File: src/rtl/alert_sequencer.sv
// alert_sequencer: latches debounced button events, grants them by priority and drives a state code plus beep bursts.
// Optional feature macro: ERR_REPEAT_EN (an err burst re-runs while err is still held).
module alert_sequencer #(
  parameter int TICK_DIV   = 50000,
  parameter int BEEP_TICKS = 100,
  parameter int GAP_TICKS  = 100,
  parameter int HOLD_TICKS = 1000
) (
  input  logic       clk,
  input  logic       reset_n,
  input  logic       err,
  input  logic       off,
  input  logic       on,
  input  logic       open,
  input  logic       sound,
  output logic [2:0] state,
  output logic       buzzer,
  output logic       busy,
  output logic [3:0] pending
);

  localparam int TW   = $clog2(TICK_DIV);
  localparam int M1   = (BEEP_TICKS > GAP_TICKS) ? BEEP_TICKS : GAP_TICKS;
  localparam int MAXT = (M1 > HOLD_TICKS) ? M1 : HOLD_TICKS;
  localparam int CW   = $clog2(MAXT + 1);

  typedef enum logic [1:0] {IDLE, BEEP, GAP, HOLD} fsm_e;

  fsm_e          fsm_q, fsm_d;
  logic [TW-1:0] tick_q;
  logic [3:0]    hist_q;
  logic [3:0]    pend_q, pend_d;
  logic [2:0]    code_q, code_d;
  logic [1:0]    beeps_q, beeps_d;
  logic [CW-1:0] cnt_q, cnt_d;
  logic          buzz_q;

  logic [3:0]    req, rise, grant;
  logic [2:0]    g_code;
  logic [1:0]    g_beeps;
  logic [CW-1:0] lim;
  logic          tick, ph_end, start, rpt, rpt_ok;

  assign req  = {open, on, off, err};
  assign rise = req & ~hist_q;
  assign tick = (tick_q == TW'(TICK_DIV - 1));

`ifdef ERR_REPEAT_EN
  assign rpt_ok = err && (code_q == 3'd1);
`else
  assign rpt_ok = 1'b0;
`endif

  // fixed priority err > off > on > open
  always_comb begin
    grant   = 4'b0000;
    g_code  = 3'd0;
    g_beeps = 2'd0;
    if (pend_q[0]) begin
      grant = 4'b0001; g_code = 3'd1; g_beeps = 2'd3;
    end else if (pend_q[1]) begin
      grant = 4'b0010; g_code = 3'd2; g_beeps = 2'd1;
    end else if (pend_q[2]) begin
      grant = 4'b0100; g_code = 3'd3; g_beeps = 2'd1;
    end else if (pend_q[3]) begin
      grant = 4'b1000; g_code = 3'd4; g_beeps = 2'd2;
    end
  end

  always_comb begin
    lim = CW'(HOLD_TICKS);
    if (fsm_q == BEEP) lim = CW'(BEEP_TICKS);
    else if (fsm_q == GAP) lim = CW'(GAP_TICKS);
  end

  assign ph_end = tick && (cnt_q == lim - CW'(1));

  always_comb begin
    fsm_d   = fsm_q;
    code_d  = code_q;
    beeps_d = beeps_q;
    cnt_d   = cnt_q;
    pend_d  = pend_q | rise;
    start   = 1'b0;
    rpt     = 1'b0;
    if (tick && cnt_q != CW'(MAXT)) cnt_d = cnt_q + CW'(1);
    unique case (fsm_q)
      IDLE: begin
        cnt_d = '0;
        start = |pend_q;
      end
      BEEP: if (ph_end) begin
        beeps_d = beeps_q - 2'd1;
        cnt_d   = '0;
        fsm_d   = (beeps_q > 2'd1) ? GAP : HOLD;
      end
      GAP: if (ph_end) begin
        cnt_d = '0;
        fsm_d = BEEP;
      end
      HOLD: if (ph_end) begin
        if (rpt_ok) rpt = 1'b1;
        else if (|pend_q) start = 1'b1;
        else begin
          fsm_d  = IDLE;
          code_d = 3'd0;
          cnt_d  = '0;
        end
      end
      default: ;
    endcase
    // err aborts any other sequence; the aborted request is not re-queued
    if (fsm_q != IDLE && code_q != 3'd1 && pend_q[0]) start = 1'b1;
    if (start) begin
      fsm_d   = BEEP;
      code_d  = g_code;
      beeps_d = g_beeps;
      cnt_d   = '0;
      pend_d  = (pend_q | rise) & ~grant;
    end else if (rpt) begin
      fsm_d   = BEEP;
      code_d  = 3'd1;
      beeps_d = 2'd3;
      cnt_d   = '0;
    end
  end

  always_ff @(posedge clk or negedge reset_n) begin
    if (!reset_n) begin
      tick_q  <= '0;
      hist_q  <= '0;
      pend_q  <= '0;
      fsm_q   <= IDLE;
      code_q  <= '0;
      beeps_q <= '0;
      cnt_q   <= '0;
      buzz_q  <= 1'b0;
    end else begin
      tick_q  <= tick ? '0 : tick_q + TW'(1);
      hist_q  <= req;
      pend_q  <= pend_d;
      fsm_q   <= fsm_d;
      code_q  <= code_d;
      beeps_q <= beeps_d;
      cnt_q   <= cnt_d;
      buzz_q  <= (fsm_d == BEEP) | sound;
    end
  end

  assign state   = code_q;
  assign buzzer  = buzz_q;
  assign busy    = (fsm_q != IDLE);
  assign pending = pend_q;

endmodule

File: config.mk
export PLATFORM = sky130hd
export DESIGN_NAME = alert_sequencer
export DESIGN_NICKNAME = d
export VERILOG_FILES = /design/src/rtl/alert_sequencer.sv
export SDC_FILE = /design/constraint.sdc
export NUM_CORES = 1
export LEC_CHECK = 0
export ABC_CLOCK_PERIOD_IN_PS = 3100
export BUFFER_PORTS_ARGS = -buffer_cell sky130_fd_sc_hd__buf_2
export CORE_MARGIN = 5
export CORE_UTILIZATION = 59
export DETAILED_ROUTE_END_ITERATION = 10
export HOLD_SLACK_MARGIN = 0.02
export PLACE_DENSITY_LB_ADDON = 0.3
export SLEW_MARGIN = 20
export SYNTH_ARGS = -nofsm -noshare
export SYNTH_HDL_FRONTEND = slang
export SYNTH_SLANG_ARGS = --single-unit
File: constraint.sdc
create_clock -name clk -period 3.1 [get_ports clk]
set_input_delay 0.62 -clock clk [delete_from_list [all_inputs] [get_ports clk]]
set_output_delay 0.62 -clock clk [all_outputs]
set_load 0.01 [all_outputs]
=== After elaboration in Yosys (flattened, before gate mapping) ===
Index checks and enable logic that the tools add are counted.

* Add/sub/neg operators: 4
* $lt $le $gt $ge: 1
* Equality and inequality tests: 9
* Muxes and demuxes: 40
* Bitwise logic cells: 6
* Reductions and logical operators: 13

{| class="wikitable"
|+ Operators with widths
! kind !! count
|-
| 2-to-1 mux 10 bit || 7
|-
| one-hot mux 10 bit (3 select lines) || 1
|-
| 2-to-1 mux 2 bit || 12
|-
| 2-to-1 mux 3 bit || 8
|-
| 2-to-1 mux 4 bit || 5
|-
| adder 16 x 1 -> 16 bit, second input constant || 1
|-
| equality test 16 bit, second input constant || 1
|-
| 2-to-1 mux 16 bit || 1
|-
| adder 10 x 1 -> 10 bit, second input constant || 1
|-
| equality test 10 bit || 1
|-
| inequality test 10 bit, second input constant || 1
|-
| subtractor 10 x 1 -> 10 bit, second input constant || 1
|-
| bitwise AND 4 bit || 2
|-
| NOT 4 bit || 2
|-
| nonzero test 2 bit || 4
|-
| one-hot mux 2 bit (3 select lines) || 1
|-
| equality test 2 x 1 -> 1 bit, second input constant || 2
|-
| equality test 2 bit, second input constant || 2
|-
| logical AND 1 bit || 4
|-
| 2-to-1 mux 1 bit || 4
|-
| OR 4 bit || 1
|-
| OR reduction 4 bit || 1
|-
| inequality test 3 x 1 -> 1 bit, second input constant || 1
|-
| AND reduction 3 bit || 1
|-
| other kinds (8) || 8
|}

* Register bits: 42

=== Logic depth before layout (Yosys ltp) ===
Gate-level depths: netlist of run 1.

* Word-level depth: 12
* Gate-level depth with buffers: 9
* Gate-level depth less buffers: 8

=== Worst setup path before layout of run 1 ===
No wires, ideal clock.

* Kind: reg-to-reg
* From: register fsm_q[0]
* To: register buzz_q (netlist: buzzer)
* Data arrival time: 2.182 ns
* Data required time: 2.976 ns
* Setup slack: 0.794 ns
* Cell stages (with the launch flop): 10
* Buffers on the path: 1
* Clock period less this slack: 2.306 ns
* Path through: dfrtp_1 inv_1 ha_1 or4b_1 o22ai_1 and4_1 buf_6 mux2i_1 nor2_1 a211o_1

* Longest elaborated chain between the ends: 12

{| class="wikitable"
|+ RTL lines
! element !! line !! text
|-
| start: declaration || 29 || <nowiki>fsm_e fsm_q, fsm_d;</nowiki>
|-
| start signal: assignment || 142 || <nowiki>fsm_q <= fsm_d;</nowiki>
|-
| equality test 2 bit || 73, 87 ||
|-
| 2-to-1 mux 10 bit || 73 || <nowiki>else if (fsm_q == GAP) lim = CW'(GAP_TICKS);</nowiki>
|-
| 2-to-1 mux 10 bit || 72 || <nowiki>if (fsm_q == BEEP) lim = CW'(BEEP_TICKS);</nowiki>
|-
| subtractor 10 x 1 -> 10 bit || 76 || <nowiki>assign ph_end = tick && (cnt_q == lim - CW'(1));</nowiki>
|-
| equality test 10 bit || 76 ||
|-
| logical AND 1 bit || 76 ||
|-
| 2-to-1 mux 1 bit || 101 || <nowiki>HOLD: if (ph_end) begin</nowiki>
|-
| one-hot mux 1 bit (2 select lines) || 87 || <nowiki>unique case (fsm_q)</nowiki>
|-
| 2-to-1 mux 1 bit || 113 || <nowiki>if (fsm_q != IDLE && code_q != 3'd1 && pend_q[0]) start = 1'b1;</nowiki>
|-
| 2-to-1 mux 2 bit (*) || 114 || <nowiki>if (start) begin</nowiki>
|-
| equality test 2 x 1 -> 1 bit (*) || 146 || <nowiki>buzz_q <= (fsm_d == BEEP) | sound;</nowiki>
|-
| OR 1 bit (*) || 146 ||
|-
| end signal: assignment || 146 ||
|-
| end: declaration || 36 || <nowiki>logic buzz_q;</nowiki>
|}

Every way passes the cells marked *; elsewhere a longest branch is shown, timed or not.
A chain may end at the register's enable or synchronous reset.

=== Worst setup path after layout of run 1 ===
Ends and elaborated chain as after synthesis.

==> results.py, run 1 <==
metrics = {
    "run_status": {
        "outcome": "completed",
    },
    "critical_path": {
        "cp_cell_sequence": "inv_1 -> ha_1 -> or4b_1 -> o22ai_1 -> and4_1 -> mux2i_1 -> nor2_1 -> a211o_1",
        "cp_slowest_stage_delay_ns": 0.46,
        "end_kind": "register",
        "critical-path-slowest-cell": "or4b_1",
        "crit_fanout": 8,
        "critPathArrivalTime_ns": 2.91,
        "critPathKind": "reg -> reg",
        "startpoint_type": "register",
        "required_ns": 3.35,
    },
    "floorplan": {
        "die_w_um": 69.7,
        "core_area_um2": 3390,
        "start_util": 0.621,
        "die_y_um": 69.7,
        "ioPinCount": 16,
        "die_area_um2": 4860,
        "rows": 21,
    },
    "grt": {
        "grt-ovfl-total": 0,
        "grt_pass1_vias": 1626,
        "grt_max_degree": 43,
        "grt_pass1_wl_mm": 6.96,
        "antenna_found_initial": 0,
        "track_usage": 0.175,
    },
    "power_and_ir_drop": {
        "total_leakage_power_nw": 1.05,
        "pwr_density_cell_nw_per_um2": 378,
        "peakVddDrop_mv": 0.297,
    },
    "synthesis": {
        "ys_warn_count": 0,
        "ys_seq_area_frac": 0.500,
        "synth.most_common_cell": "dfrtp_1",
        "synth.top_cell.area_share": 0.500,
        "synth_edf_count": 0,
        "ys_types": 48,
        "ys_ff_latch": 42,
        "syn_area_per_cell_um2": 10.2,
        "syn_nets": 221,
        "synthTopCellsByCount": "dfrtp_1 (42), nor2_1 (27), nand2_1 (16)",
        "yosysTopAreaCell": "dfrtp_1",
        "synth_flop_cell": "dfrtp_1",
        "syn_area_um2": 2100,
        "synthCells": 206,
        "ys_async_sr_fraction": 1.00,
        "synth_area_leaders": "dfrtp_1 (50%), xor2_1 (5.8%), nor2_1 (4.8%)",
    },
    "clock_tree": {
        "postCtsSetupRepairBufs": 0,
        "cts_root_buffer": "clkbuf_4",
        "htree_levels": 2,
        "ctsResizeCount": 0,
        "path_clk_slew_ns": 0.14,
        "cts_sinks": 42,
        "clk-insertion-delay-late_ns": 0.37,
        "cts_made_buffers": 5,
        "cts_tree": "yes",
        "postCtsHoldBufs": 0,
        "clockBufferDepth": 2,
    },
    "drt": {
        "wl_per_cell_um": 14.4,
        "ant_nets": 0,
        "first_iter_violations": 86,
        "drc": 0,
        "wl_mm": 3.93,
        "dr.pass1.iters": 4,
        "via_per_inst": 5.67,
        "vias": 1541,
    },
    "cells_and_area": {
        "fill_cells": 261,
        "area.growth.synth_to_final_pct": 8.39,
        "antenna_cells": 0,
        "seq_area_um2": 1050,
        "layout.nets": 240,
        "drive_gt1_frac": 0.137,
        "multi_input_area_um2": 986,
        "fin_area_um2": 2280,
    },
    "place": {
        "place_area_um2": 2220,
        "place_congestion": 0.855,
        "dpl.hpwl_mm": 2.89,
        "dp_slack_ns": 0.465,
        "port_buffers": 15,
    },
    "sta": {
        "post-route-period-util": 0.857,
        "slew_violations": 0,
        "worstMarginPinSlew_ns": 0.891,
        "setup_viol": 0,
        "finalHoldViolCount": 0,
        "fin_ws_ns": 0.445,
        "final.setup.tns_ns": 0,
        "fin_crit_ns": 2.66,
        "relSlewSlack": 0.406,
        "fmax_mhz": 377,
        "fin_skew_ns": 0.0217,
        "rsz0062_at_grt": "no",
    },
    "worst_hold_path": {
        "min_path_type": "in -> async",
    },
    "flow_run": {
        "maxCapViolCount": 0,
    },
}
## cells by family (layout without fill, tap and decap cells)
kind of cell / count (synthesis) / in the layout / synth area share
adders and majority gates: 8 / 8 / 0.0476
buffers and inverters: 15 / 35 / 0.0315
and+or+nand+nor: 86 / 86 / 0.218
xor gates and xnor gates: 22 / 22 / 0.0916
AOI/OAI and AO/OA: 31 / 31 / 0.102
muxes: 2 / 2 / 0.00952
DFF: 42 / 42 / 0.500
## final timing paths
kind                               to       from  cells past startpoint  slack, ns
max                            buzzer   fsm_q[0]                      8       0.44
min                         hist_q[0]    reset_n                      1       0.36
max reg2reg                    buzzer   fsm_q[0]                      8       0.44
min reg2reg                pending[1]  hist_q[1]                      1       0.44
max in group asynchronous   hist_q[1]    reset_n                      1       2.17
min in group clk            hist_q[2]         on                      1       0.36
## layout by cell type, fill, tap and decap left out, drive strengths merged, types with 2 or more instances in the layout
| master | Yosys | layout |
|---|---|---|
| dfrtp | 42 | 42 |
| nor2 | 28 | 28 |
| nand2 | 16 | 16 |
| buf | 3 | 16 |
| xor2 | 14 | 14 |
| inv | 11 | 12 |
| a21oi | 8 | 8 |
| o21ai | 8 | 8 |
| xnor2 | 8 | 8 |
| ha | 8 | 8 |
| nand4 | 7 | 7 |
| nand3 | 6 | 6 |
| clkbuf | 1 | 5 |
| and4 | 4 | 4 |
| and3 | 4 | 4 |
| nor2b | 3 | 3 |
| nand2b | 3 | 3 |
| o22ai | 2 | 2 |
| nor3 | 2 | 2 |
| mux2i | 2 | 2 |
| a22o | 2 | 2 |
| clkinvlp | 0 | 2 |
| a21boi | 2 | 2 |
## worst max-delay path: cells and delay by family, from the launching register on
kind | cells | cell delay, ns
simple gates | 3 | 0.97
flops | 1 | 0.41
buf+inv | 1 | 0.09
mux | 1 | 0.28
compound gates | 2 | 0.42
fa+ha+maj | 1 | 0.39
## layout make-up
| cell class | instances | area share |
|---|---|---|
| multi-input combinational | 149 | 0.432 |
| timing repair buffer | 16 | 0.0362 |
| sequential | 42 | 0.461 |
| inverter | 11 | 0.0181 |
| clock inverter | 3 | 0.0104 |
| tap | 46 | 0.0252 |
| clock buffer | 5 | 0.0165 |
## metrics by stage
stage / instances / power, mW / utilization / hold slack (ns)
floorplan: 206 / 0.572 / - / 0.324
global placement: 264 / 0.590 / 0.654 / 0.421
detailed placement: 264 / 0.591 / 0.654 / 0.444
CTS: 272 / 0.870 / 0.673 / 0.352
global route: 272 / 0.895 / 0.673 / 0.341
finish: 272 / 0.862 / 0.673 / 0.356
## flip-flops by register name (all words and copies together) (netlist names)
signal / cells
tick_q: 16
cnt_q: 10
hist_q: 4
pending: 4
state: 3
beeps_q: 2
fsm_q: 2
buzzer: 1
## per-layer routing
metal / share of wire / GRT usage / wire (µm) / vias to the layer above
met5: 0 / 0 / 0 / -
met4: 0.029 / 0.0957 / 114 / 0
met3: 0.038 / 0.0449 / 150 / 14
met2: 0.51 / 0.313 / 2020 / 28
met1: 0.42 / 0.187 / 1640 / 749
li1: - / - / - / 750
## power by group
part	leakage [nW]	switching (mW)	internal, mW	total (mW)
clock	0.0278	0.191	0.0908	0.282
sequential	0.517	0.00519	0.552	0.558
combinational	0.507	0.0150	0.00669	0.0217
No activity file was read; power rests on OpenSTA's default activity.
==> inputs of run 2 (changes only) <==
--- a/config.mk
+++ b/config.mk
@@ -5,10 +5,11 @@
 export SDC_FILE = /design/constraint.sdc
 export NUM_CORES = 1
 export LEC_CHECK = 0
+export ABC_AREA = 1
 export ABC_CLOCK_PERIOD_IN_PS = 3100
 export BUFFER_PORTS_ARGS = -buffer_cell sky130_fd_sc_hd__buf_2
 export CORE_MARGIN = 5
-export CORE_UTILIZATION = 59
+export CORE_UTILIZATION = 60
 export DETAILED_ROUTE_END_ITERATION = 10
 export HOLD_SLACK_MARGIN = 0.02
 export PLACE_DENSITY_LB_ADDON = 0.3
==> run 2 against run 1 <==
Wire length rose by 19%. Critical path depth increased by 5. Highest routed layer unchanged. Count of clock-buffer cells in the layout unchanged. Maximum frequency rose by 27%. Flip-flop and latch count unchanged. Clock power up 54%. Sequential power about the same. Final cell count is 42% higher. Clock skew is 0.014 ns lower. Critical endpoint is now beeps_q[0]. Area after synthesis up 16%. Design area increased by 18%. Combinational power increased by 4%.
==> results.py, run 2 <==
metrics = {
    "synthesis": {
        "synth_area_leaders": "dfrtp_1 (43%), nand2_1 (10%), inv_1 (7.5%)",
        "ys_async_sr_fraction": 1.00,
        "yosysTopAreaCell": "dfrtp_1",
        "synth.top_cell.area_share": 0.431,
        "synthCells": 314,
        "synth_flop_cell": "dfrtp_1",
        "synth.most_common_cell": "nand2_1",
        "syn_nets": 329,
        "syn_area_um2": 2440,
        "synth_edf_count": 0,
        "ys_warn_count": 0,
        "ys_seq_area_frac": 0.431,
        "syn_area_per_cell_um2": 7.77,
        "ys_types": 31,
        "synthTopCellsByCount": "nand2_1 (67), inv_1 (49), dfrtp_1 (42)",
        "ys_ff_latch": 42,
    },
    "sta": {
        "post-route-period-util": 0.674,
        "fin_skew_ns": 0.00755,
        "worstMarginPinSlew_ns": 0.918,
        "setup_viol": 0,
        "rsz0062_at_grt": "no",
        "fmax_mhz": 479,
        "finalHoldViolCount": 0,
        "slew_violations": 0,
        "fin_crit_ns": 2.09,
        "relSlewSlack": 0.388,
        "final.setup.tns_ns": 0,
    },
    "cells_and_area": {
        "fin_area_um2": 2690,
        "layout_common_cells": "nand2_1 (67), inv_1 (49), dfrtp_1 (42)",
        "largest_reg_flops": 16,
        "top_regs": "tick_q x16, cnt_q x10",
        "area.growth.synth_to_final_pct": 10.3,
        "antenna_cells": 0,
        "fin_cells": 387,
        "drive_gt1_frac": 0.160,
        "multi_input_area_um2": 1180,
        "layout_commonest_cell": "nand2_1",
        "final_util": 0.677,
        "layout.nets": 351,
        "seq_area_um2": 1050,
        "fill_cells": 317,
        "top_register": "tick_q",
    },
    "drt": {
        "ant_nets": 0,
        "via_per_inst": 5.21,
        "wl_per_cell_um": 12.1,
        "wl_mm": 4.66,
        "first_iter_violations": 89,
        "vias": 2017,
        "drc": 0,
        "dr.pass1.iters": 4,
    },
    "clock_tree": {
        "clockBufferDepth": 2,
        "ctsResizeCount": 0,
        "cts_root_buffer": "clkbuf_8",
        "cts_made_buffers": 5,
        "htree_levels": 2,
        "cts_tree": "yes",
        "cts_sinks": 42,
        "clk-insertion-delay-late_ns": 0.30,
        "postCtsSetupRepairBufs": 0,
        "postCtsHoldBufs": 0,
        "path_clk_slew_ns": 0.08,
    },
    "critical_path": {
        "startpoint_type": "register",
        "r2r-start": "fsm_q[0]",
        "crit_fanout": 6,
        "r2r_end": "beeps_q[0]",
        "ff2ff_setup_slack_ns": 1.01,
        "critPathKind": "reg -> reg",
        "required_ns": 3.28,
        "critPathArrivalTime_ns": 2.27,
        "end_kind": "register",
        "reg2regPathDepth": 13,
    },
    "power_and_ir_drop": {
        "internal_power_mw": 0.799,
        "seq_power_share": 0.549,
        "switchingPower_mw": 0.213,
        "clock_power_share": 0.429,
        "pwr_density_cell_nw_per_um2": 376,
        "total_leakage_power_nw": 1.39,
        "comb_power_share": 0.022,
        "peakVddDrop_mv": 0.301,
        "p_sw_frac": 0.211,
    },
    "grt": {
        "antenna_found_initial": 0,
        "grt_pass1_vias": 1909,
        "grt_pass1_wl_mm": 8.24,
        "grt_max_degree": 43,
        "track_usage": 0.194,
        "grt-ovfl-total": 0,
    },
    "worst_hold_path": {
        "whs_path_depth": 1,
        "min_path_type": "in -> reg",
        "whs_endpoint": "hist_q[1]",
        "hold_path.startpoint": "off",
    },
    "floorplan": {
        "rows": 23,
        "start_util": 0.614,
        "die_y_um": 73.8,
        "die_w_um": 73.8,
        "core_area_um2": 3970,
        "die_area_um2": 5440,
        "ioPinCount": 16,
    },
    "place": {
        "place_area_um2": 2580,
        "port_buffers": 15,
        "place_inst": 379,
        "place_congestion": 0.895,
        "dpl.hpwl_mm": 3.64,
    },
    "run_status": {
        "outcome": "completed",
    },
    "flow_run": {
        "maxCapViolCount": 0,
    },
}
==> run 2: cell types whose count changed after synthesis, moves of 4 or more <==
cell	delta
inv_1	+38
nand2_1	+51
and4_1	-4
nor2_2	+6
nor2_1	+13
o21ai_1	+6
nand2_2	+6
nand3_1	+13
inv_2	+6
xor2_1	-4
xnor2_1	-8
nor3_1	+4
==> run 2: power by group through the flow <==
stage               clock network (mW)  registers [mW]  logic, mW
global route                     0.466           0.556     0.0262
floorplan                            0           0.567    0.00444
finish                           0.434           0.555     0.0226
global placement                     0           0.566     0.0232
detailed placement                   0           0.566     0.0236
CTS                              0.446           0.555     0.0236
==> run 2: layout make-up <==
class,count,share of cell area
clock buffer,5,0.0256
multi-input combinational,216,0.438
sequential,42,0.391
clock inverter,3,0.0163
inverter,56,0.0786
timing repair buffer,15,0.0279
tap,50,0.0233
==> run 2: cell families after synthesis <==
family / after synthesis / share of synthesized area
simple gates: 167 / 0.335
buf+inv: 56 / 0.0867
flops: 42 / 0.431
compound gates: 31 / 0.0708
xor+xnor: 10 / 0.0359
fa+ha+maj: 8 / 0.0410
==> run 2: how the worst max path moves through the flow <==
stage                   from         end  slack [ns]  cells past startpoint
floorplan           fsm_q[0]    cnt_q[6]        1.32                     13
global route        fsm_q[0]    cnt_q[0]        0.88                     11
global placement    fsm_q[0]  beeps_q[0]        1.14                     13
CTS                 fsm_q[0]  beeps_q[0]        1.04                     13
detailed placement  fsm_q[0]  beeps_q[0]        1.06                     13
finish              fsm_q[0]  beeps_q[0]        1.01                     13
==> run 2: worst max-delay path: stages (launching register included) <==
cell and delay (ns):
dfrtp_1 0.43, inv_1 0.11, ha_1 0.32, inv_1 0.06, o21ai_1 0.09, nand2_1 0.08
nor2_2 0.18, nand3_1 0.10, nand2_1 0.07, nand2_1 0.08, nand2_4 0.11, nand2_4 0.06
nor2_1 0.20, a21oi_1 0.08
==> run 2: per-layer routing <==
metal  vias up  GRT usage  wire length (µm)
met3         5     0.0465               192
met5         -          0                 0
met4         0     0.0523                48
met2        29      0.330              2390
li1       1036          -                 -
met1       947      0.247              2030
==> run 2: stage by stage <==
stage,power [mW],worst slack [ns],hold slack [ns]
after floorplan,0.571,1.32,0.324
final,1.01,1.01,0.435
after detailed placement,0.590,1.06,0.437
after CTS,1.03,1.04,0.427
after global placement,0.589,1.14,0.437
after global routing,1.05,0.875,0.431
==> inputs of run 3 (changes only) <==
--- a/config.mk
+++ b/config.mk
@@ -6,10 +6,10 @@
 export NUM_CORES = 1
 export LEC_CHECK = 0
 export ABC_AREA = 1
-export ABC_CLOCK_PERIOD_IN_PS = 3100
+export ABC_CLOCK_PERIOD_IN_PS = 1700
 export BUFFER_PORTS_ARGS = -buffer_cell sky130_fd_sc_hd__buf_2
 export CORE_MARGIN = 5
-export CORE_UTILIZATION = 60
+export CORE_UTILIZATION = 54
 export DETAILED_ROUTE_END_ITERATION = 10
 export HOLD_SLACK_MARGIN = 0.02
 export PLACE_DENSITY_LB_ADDON = 0.3
==> constraint.sdc (replaced) <==
create_clock -name clk -period 1.7 [get_ports clk]
set_input_delay 0.34 -clock clk [delete_from_list [all_inputs] [get_ports clk]]
set_output_delay 0.34 -clock clk [all_outputs]
set_load 0.01 [all_outputs]
==> run 3 against run 2 <==
The run now ends with negative setup slack left. Maximum frequency increased by 8.8%. Count of clock-buffer cells in the layout unchanged. Setup slack got worse by 1.2 ns. Worst hold slack got worse by 0.29 ns. Critical path type unchanged. Largest cell class unchanged. Largest power group unchanged.
==> results.py, run 3 (same netlist as run 2, synthesis figures left out) <==
metrics = {
    "run_status": {
        "outcome": "finished, violations left",
        "violations": "negative setup slack",
    },
    "cells_and_area": {
        "fin_cells": 458,
        "final_util": 0.822,
        "antenna_cells": 0,
        "layout.nets": 420,
        "layout_common_cells": "buf_4 (59), nand2_1 (53), inv_1 (45)",
        "layout_commonest_cell": "buf_4",
        "drive_gt1_frac": 0.429,
        "largest_reg_flops": 16,
        "top_register": "tick_q",
        "area.growth.synth_to_final_pct": 46.7,
        "top_regs": "tick_q x16, cnt_q x10",
    },
    "sta": {
        "finalHoldViolCount": 0,
        "fin_ws_ns": -0.220,
        "slew_violations": 0,
        "relSlewSlack": 0.680,
        "fmax_mhz": 521,
        "fin_skew_ns": 0.00569,
        "worstMarginPinSlew_ns": 0.480,
        "fin_crit_ns": 1.92,
        "post-route-period-util": 1.13,
        "finalHoldWorstSlack_ns": 0.144,
        "rsz0062_at_grt": "yes",
        "setup_viol": 27,
    },
    "drt": {
        "wl_mm": 7.27,
        "vias": 2477,
        "dr.pass1.iters": 6,
        "via_per_inst": 5.41,
        "first_iter_violations": 211,
        "drc": 0,
        "ant_nets": 0,
        "wl_per_cell_um": 15.9,
    },
    "critical_path": {
        "critPathArrivalTime_ns": 2.12,
        "cp_slowest_stage_delay_ns": 0.39,
        "crit_family": "simple AND/OR/NAND/NOR gates",
        "critPathKind": "reg -> reg",
        "crit_fanout": 6,
        "startpoint_type": "register",
        "required_ns": 1.90,
        "critical-path-slowest-cell": "dfrtp_1",
        "cp_cell_sequence": "inv_2 -> ha_4 -> inv_4 -> o21ai_4 -> nand2_2 -> nor2_4 -> nand2_4 -> o21bai_1 -> nand3_1 -> nand2_1 -> nand2_2 -> nand2_1 -> nand2_1",
        "crit_buf_inv": 2,
        "crit_top_cell": "nand2_1",
        "end_kind": "register",
    },
    "power_and_ir_drop": {
        "seq_power_share": 0.574,
        "switchingPower_mw": 0.436,
        "comb_power_share": 0.028,
        "clock_power_share": 0.398,
        "p_sw_frac": 0.247,
        "total_leakage_power_nw": 1.78,
        "peakVddDrop_mv": 0.584,
        "internal_power_mw": 1.33,
        "power_mw": 1.77,
        "pwr_density_cell_nw_per_um2": 493,
    },
    "clock_tree": {
        "cts_made_buffers": 5,
        "cts_sinks": 42,
        "htree_levels": 2,
        "cts_tree": "yes",
        "clockBufferDepth": 2,
        "cts_root_buffer": "clkbuf_8",
        "clk-insertion-delay-late_ns": 0.31,
        "path_clk_slew_ns": 0.09,
    },
    "worst_hold_path": {
        "min_path_type": "in -> reg",
    },
    "grt": {
        "track_usage": 0.219,
        "grt_pass1_wl_mm": 10.7,
        "grt_max_degree": 25,
        "grt_pass1_vias": 2411,
        "antenna_found_initial": 0,
        "grt-ovfl-total": 0,
    },
    "floorplan": {
        "start_util": 0.560,
        "ioPinCount": 16,
        "die_y_um": 77.2,
        "die_area_um2": 5960,
        "die_w_um": 77.2,
        "core_area_um2": 4350,
        "rows": 24,
    },
    "place": {
        "port_buffers": 15,
        "dpl.hpwl_mm": 4.08,
        "place_congestion": 0.865,
        "place_inst": 421,
    },
    "flow_run": {
        "maxCapViolCount": 0,
    },
}
## run 3: changes by cell type in the layout (fill, tap and decap cells not counted), moves of 8 or more
| cell | before | now |
|---|---|---|
| nand2_2 | 6 | 18 |
| nand2_1 | 67 | 53 |
| buf_4 | 0 | 59 |
| nand3_1 | 19 | 11 |
| nor2_1 | 40 | 32 |
## run 3: per-stage QoR
| stage | TNS [ns] | instance area, µm² | setup WS, ns |
|---|---|---|---|
| after global placement | -0.957 | 2920 | -0.0746 |
| after floorplan | -0.0142 | 2470 | -0.0112 |
| after global routing | -6.17 | 3580 | -0.280 |
| after detailed placement | -2.96 | 2920 | -0.181 |
| final | -3.99 | 3580 | -0.220 |
| after CTS | -1.11 | 3350 | -0.115 |
## run 3: cell type report
type | count | area (µm²)
clock buffer | 5 | 68.8
clock inverter | 3 | 28.8
fill | 268 | 776
inverter | 56 | 233
multi-input combinational | 217 | 1500
sequential | 42 | 1050
tap | 52 | 65.1
timing repair buffer | 83 | 636
## run 3: timing repair
action | in CTS | in global routing
setup buffers | 18 | 15
gates resized for setup | 43 | 36
pin swaps | 22 | 24
setup endpoints to repair | 25 | 32
cloned | 1 | 0
hold buffers | 1 | 0
hold endpoints to repair | 18 | 0
## run 3: worst register-to-register path, stage by stage, from the launching register on
cell and delay [ns]:
dfrtp_1 0.39, inv_2 0.08, ha_4 0.30, inv_4 0.05
o21ai_4 0.07, nand2_2 0.09, nor2_4 0.16, nand2_4 0.11
o21bai_1 0.17, nand3_1 0.14, nand2_1 0.10, nand2_2 0.05
nand2_1 0.07, nand2_1 0.05
## run 3: final timing paths
check                          start    endpoint  slack, ns  depth (start not counted)
max                         fsm_q[1]      buzzer      -0.22                         13
min                               on   hist_q[2]       0.14                          1
max reg2reg                 fsm_q[1]      buzzer      -0.22                         13
min reg2reg                hist_q[1]  pending[1]       0.48                          1
max in group asynchronous    reset_n   tick_q[1]       0.69                          3
min in group asynchronous    reset_n    cnt_q[5]       0.52                          2
## run 3: per-layer routing
metal	vias to the layer above	share of wire	GRT usage
met2	87	0.54	0.407
met1	1192	0.38	0.258
li1	1175	-	-
met4	0	0.037	0.0567
met5	-	0	0
met3	23	0.042	0.0363
## run 3: power by group through the flow
stage               combinational [mW]  sequential [mW]  clock, mW
floorplan                      0.00843             1.03          0
global placement                0.0482             1.03          0
detailed placement              0.0490             1.03          0
CTS                             0.0506             1.01      0.715
global route                    0.0572             1.01      0.763
finish                          0.0495             1.01      0.702
